===== src/rtl/pipe_ctrl.sv =====
// Pipeline hazard controller: turns EX jump, EX busy and ID load-use indications
// into PC redirect, stall and flush controls, with a saturating stall-cycle counter.
module pipe_ctrl #(
  parameter int FLUSH_CYCLES = 2,
  parameter int LOAD_STALL   = 1
) (
  input  logic        clk,
  input  logic        rst,
  input  logic        jump_flag_i,
  input  logic [31:0] jump_addr_i,
  input  logic        hold_ex_i,
  input  logic        load_use_i,
  output logic        jump_flag_o,
  output logic [31:0] jump_addr_o,
  output logic        stall_pc_o,
  output logic        stall_if_id_o,
  output logic        stall_id_ex_o,
  output logic        flush_if_id_o,
  output logic        flush_id_ex_o,
  output logic [1:0]  state_o,
  output logic [15:0] stall_cnt_o
);

  typedef enum logic [1:0] {
    RUN   = 2'd0,
    FLUSH = 2'd1,
    HOLD  = 2'd2,
    STALL = 2'd3
  } state_t;

  localparam logic [3:0] FLUSH_INIT = 4'(FLUSH_CYCLES - 1);
  localparam logic [3:0] STALL_INIT = 4'(LOAD_STALL - 1);

  state_t      state;
  logic [3:0]  cnt;
  logic [15:0] stall_cnt;

  assign state_o     = state;
  assign stall_cnt_o = stall_cnt;

  // Controls are combinational so a hazard seen this cycle acts this cycle.
  always_comb begin
    jump_flag_o   = 1'b0;
    jump_addr_o   = 32'd0;
    stall_pc_o    = 1'b0;
    stall_if_id_o = 1'b0;
    stall_id_ex_o = 1'b0;
    flush_if_id_o = 1'b0;
    flush_id_ex_o = 1'b0;
    if (rst) begin
      if (jump_flag_i) begin
        jump_flag_o   = 1'b1;
        jump_addr_o   = jump_addr_i;
        flush_if_id_o = 1'b1;
        flush_id_ex_o = 1'b1;
      end else if (state == FLUSH) begin
        flush_if_id_o = 1'b1;
        flush_id_ex_o = 1'b1;
      end else if (hold_ex_i) begin
        stall_pc_o    = 1'b1;
        stall_if_id_o = 1'b1;
        stall_id_ex_o = 1'b1;
      end else if (load_use_i || state == STALL) begin
        stall_pc_o    = 1'b1;
        stall_if_id_o = 1'b1;
        flush_id_ex_o = 1'b1;
      end
    end
  end

  always_ff @(posedge clk) begin
    if (!rst) begin
      state     <= RUN;
      cnt       <= 4'd0;
      stall_cnt <= 16'd0;
    end else begin
      if (stall_pc_o && stall_cnt != 16'hFFFF) begin
        stall_cnt <= stall_cnt + 16'd1;
      end
      if (jump_flag_i) begin
        // A taken jump cancels whatever count was pending.
        state <= (FLUSH_CYCLES > 1) ? FLUSH : RUN;
        cnt   <= (FLUSH_CYCLES > 1) ? FLUSH_INIT : 4'd0;
      end else begin
        case (state)
          FLUSH: begin
            if (cnt <= 4'd1) begin
              state <= RUN;
              cnt   <= 4'd0;
            end else begin
              cnt <= cnt - 4'd1;
            end
          end
          STALL: begin
            if (hold_ex_i) begin
              state <= HOLD;
              cnt   <= 4'd0;
            end else if (cnt <= 4'd1) begin
              state <= RUN;
              cnt   <= 4'd0;
            end else begin
              cnt <= cnt - 4'd1;
            end
          end
          default: begin
            // RUN and HOLD share rules: HOLD with hold_ex_i low behaves as RUN.
            if (hold_ex_i) begin
              state <= HOLD;
              cnt   <= 4'd0;
            end else if (load_use_i && LOAD_STALL > 1) begin
              state <= STALL;
              cnt   <= STALL_INIT;
            end else begin
              state <= RUN;
              cnt   <= 4'd0;
            end
          end
        endcase
      end
    end
  end

endmodule


===== config.mk =====
export PLATFORM = sky130hd
export DESIGN_NAME = pipe_ctrl
export DESIGN_NICKNAME = d
export VERILOG_FILES = /design/src/rtl/pipe_ctrl.sv
export SDC_FILE = /design/constraint.sdc
export NUM_CORES = 1
export LEC_CHECK = 0
export CELL_PAD_IN_SITES_DETAIL_PLACEMENT = 2
export CELL_PAD_IN_SITES_GLOBAL_PLACEMENT = 2
export CORE_ASPECT_RATIO = 0.9
export CORE_MARGIN = 2
export CORE_UTILIZATION = 20
export CTS_CLUSTER_DIAMETER = 150
export DETAILED_ROUTE_END_ITERATION = 10
export PLACE_DENSITY_LB_ADDON = 0.1
export SYNTH_ARGS = -nofsm -noshare
export SYNTH_HDL_FRONTEND = slang
export SYNTH_SLANG_ARGS = --single-unit

===== constraint.sdc =====
create_clock -name clk -period 3.3 [get_ports clk]
set_clock_uncertainty 0.1 [all_clocks]
set_input_delay 0.66 -clock clk [delete_from_list [all_inputs] [get_ports clk]]
set_output_delay 0.66 -clock clk [all_outputs]
set_load 0.005 [all_outputs]

==> impl_metrics.yaml <==
clock_tree:
  numCtsBuffers: 3
  cts.clk_slew.worst_paths_ns: 0.09
  cts_sinks: 22
  htree_levels: 1
  cts_setup_buffers: 0
  cts_tree: "built"
  postCtsHoldBufs: 0
  clock_latency_ns: 0.27
  cts_resized: 0
  cts_root_buf: "clkbuf_8"
  clk_path_buf_depth: 2
timing:
  tightestPinTransition_ns: 0.4408
  fmax_ghz: 0.3357
  fin_crit_sh_pct: 90.27
  slew_headroom_pct: 70.55
  period_needed_ns: 2.979
  rsz0062_at_grt: "no"
  setup_viol: 0
  drv_slew: 0
  worst_slack_ns: 0.3211
  hold_viol_final: 0
  tns_ns: 0
  timing.hold.ws_ns: 0.3964
final_layout:
  fin_area_um2: 2514
  syn_to_final_growth_pct: 75.61
  num_antenna_cells: 0
  drive_gt1_share_pct: 4.943
  nNetsFinal: 304
  nFillCells: 800
global_routing:
  grt.busiest_layer: "met2"
  gr-total-overflow: 0
  use_met2_pct: 27.27
  antenna_found_initial: 0
  use_met3_pct: 2.783
  met1_usage_pct: 17.44
  track_usage_pct: 14.65
  grt_max_degree: 38
  grt_pass1_vias: 1675
  grt_pass1_wl_um: 9101
floorplan:
  die_w_um: 93.18
  die_area_um2: 7850
  core-area_um2: 7003
  rows: 29
  ioPinCount: 93
  chipHeight_um: 84.26
  start_util_pct: 20.44
power:
  vdd_drop_max_mv: 0.1090
  powerDensity_nw_per_um2: 274.0
  p_leak_nw: 1.044
detailed_routing:
  viasPerCell: 4.581
  vias: 1631
  drtIter0Drc: 42
  first_pass_iters: 4
  wl_per_cell_um: 15.94
  drc: 0
  antenna_left: 0
  wirelength_um: 5676
synthesis:
  netlist_instances: 175
  syn_area_um2: 1431
  synthesis.nets: 215
  yosysSeqAreaShare_pct: 30.77
  synth_cell_types: 42
  synth.avg_cell_area_um2: 8.179
  synth_warnings: 0
  synth-seq-cells: 22
placed_design:
  placed_cell_area_um2: 2442
  place_congestion: 0.7465
  post-dp-hpwl_um: 4557
  pre_cts_slack_ns: 0.3009
  io_buffer_count: 92
critical_path:
  cp_max_fo: 37
  cpLargestDelayFamily: "buffers and inverters"
  arrival_ns: 2.22
  slowest_stage: "clkdlybuf4s50_1"
  startpoint_type: "input port"
  path_cells: "clkdlybuf4s50_1 > buf_4 > a21boi_0 > clkdlybuf4s50_1"
  required_ns: 2.54
  cpMostUsedCell: "clkdlybuf4s50_1"
  cp-end-kind: "primary output"
  slowest_delay_ns: 0.53
  crit_buf_inv: 3
  path_class: "in -> out"
run_status:
  outcome: "completed"
hold_path:
  hold_class: "reg -> reg"
flow_run:
  drv_cap: 0
## cells in the final DEF, fill, tap and decap left out, types with 4 or more instances in the layout
| master | instances |
|---|---|
| clkdlybuf4s50_1 | 92 |
| and3_1 | 35 |
| dfxtp_1 | 22 |
| nand2_1 | 20 |
| mux2i_1 | 12 |
| inv_1 | 7 |
| nor2_1 | 7 |
| nand2b_1 | 5 |
| nor4_1 | 5 |
| or3_1 | 4 |
| buf_4 | 4 |
## registers in the layout, indices dropped and copies added, names as in the netlist
register     flops
stall_cnt_o     16
state_o          2
cnt              4
## area by class of cell
class                           count  area (µm²)  area share (%)
Timing Repair Buffer               96       950.9           37.83
Tap cell                           93       116.4           4.629
Multi-Input combinational cell    133       904.6           35.99
Clock inverter                      1       30.03           1.195
Clock buffer                        3       41.29           1.643
Sequential cell                    22       440.4           17.52
Inverter                            8       30.03           1.195
## path summary, 6_finish.rpt
| kind | from | end | slack (ns) | cells after the start |
|---|---|---|---|---|
| min reg2reg | stall_cnt_o[5] | stall_cnt_o[5] | 0.40 | 1 |
| max reg2reg | stall_cnt_o[0] | stall_cnt_o[1] | 1.38 | 5 |
| min | stall_cnt_o[5] | stall_cnt_o[5] | 0.40 | 1 |
| max | rst | flush_if_id_o | 0.32 | 4 |
## cell usage after synthesis (all sizes together)
cell type  number  share of area [%]
a21boi          2                1.0
a21oi           2               0.70
a41o            1               0.70
and2            2               0.87
and2b           1               0.52
and3           35                 15
and4            2                1.2
buf             3                1.6
clkbuf          9                2.4
dfxtp          22                 31
ha              3                2.6
inv             8                2.1
mux2i          12                8.4
nand2          20                5.2
nand2b          5                2.2
nand3           3                2.3
nand4           4                2.8
nor2            7                1.8
nor3            2               0.70
nor3b           1               0.52
nor4            5                2.2
o2111ai         3                1.8
o211a           1               0.70
o211ai          2                1.0
o21a            3                1.6
o21ai           1               0.35
o311a           2                1.4
o311ai          1               0.61
o31ai           2                1.0
o41ai           1               0.61
or2             2               0.87
or3             4                1.7
or4             2                1.0
xnor2           2                1.2
## metrics by stage
stage / instances / power (mW) / util, %
6_report: 356 / 0.6887 / 35.89
2_1_floorplan: 175 / 0.3324 / -
5_1_grt: 356 / 0.7266 / 35.89
3_5_place_dp: 352 / 0.4364 / 34.88
4_1_cts: 356 / 0.7052 / 35.89
3_3_place_gp: 352 / 0.4336 / 34.88
## layer usage
metal | vias up | share of wire [%] | routed length (µm)
met2 | 27 | 53 | 3001
met1 | 786 | 43 | 2454
met5 | - | 0 | 0
li1 | 811 | - | -
met3 | 7 | 2.7 | 155
met4 | 0 | 1.1 | 65
## logic make-up after synthesis
logic type                 share of synthesized area (%)
DFF                                                30.77
AOI/OAI and AO/OA                                  11.63
adders and majority gates                          2.623
muxes                                              8.392
xor gates and xnor gates                           1.224
buffers and inverters                              6.031
and+or+nand+nor                                    39.34
## power breakdown
group          total, mW  leakage, nW  internal (mW)  switching (mW)
clock network      0.261       0.0357          0.162          0.0986
logic              0.152        0.830         0.0977          0.0542
registers          0.276        0.178          0.270         0.00547
(Power assumes the default switching activity.)
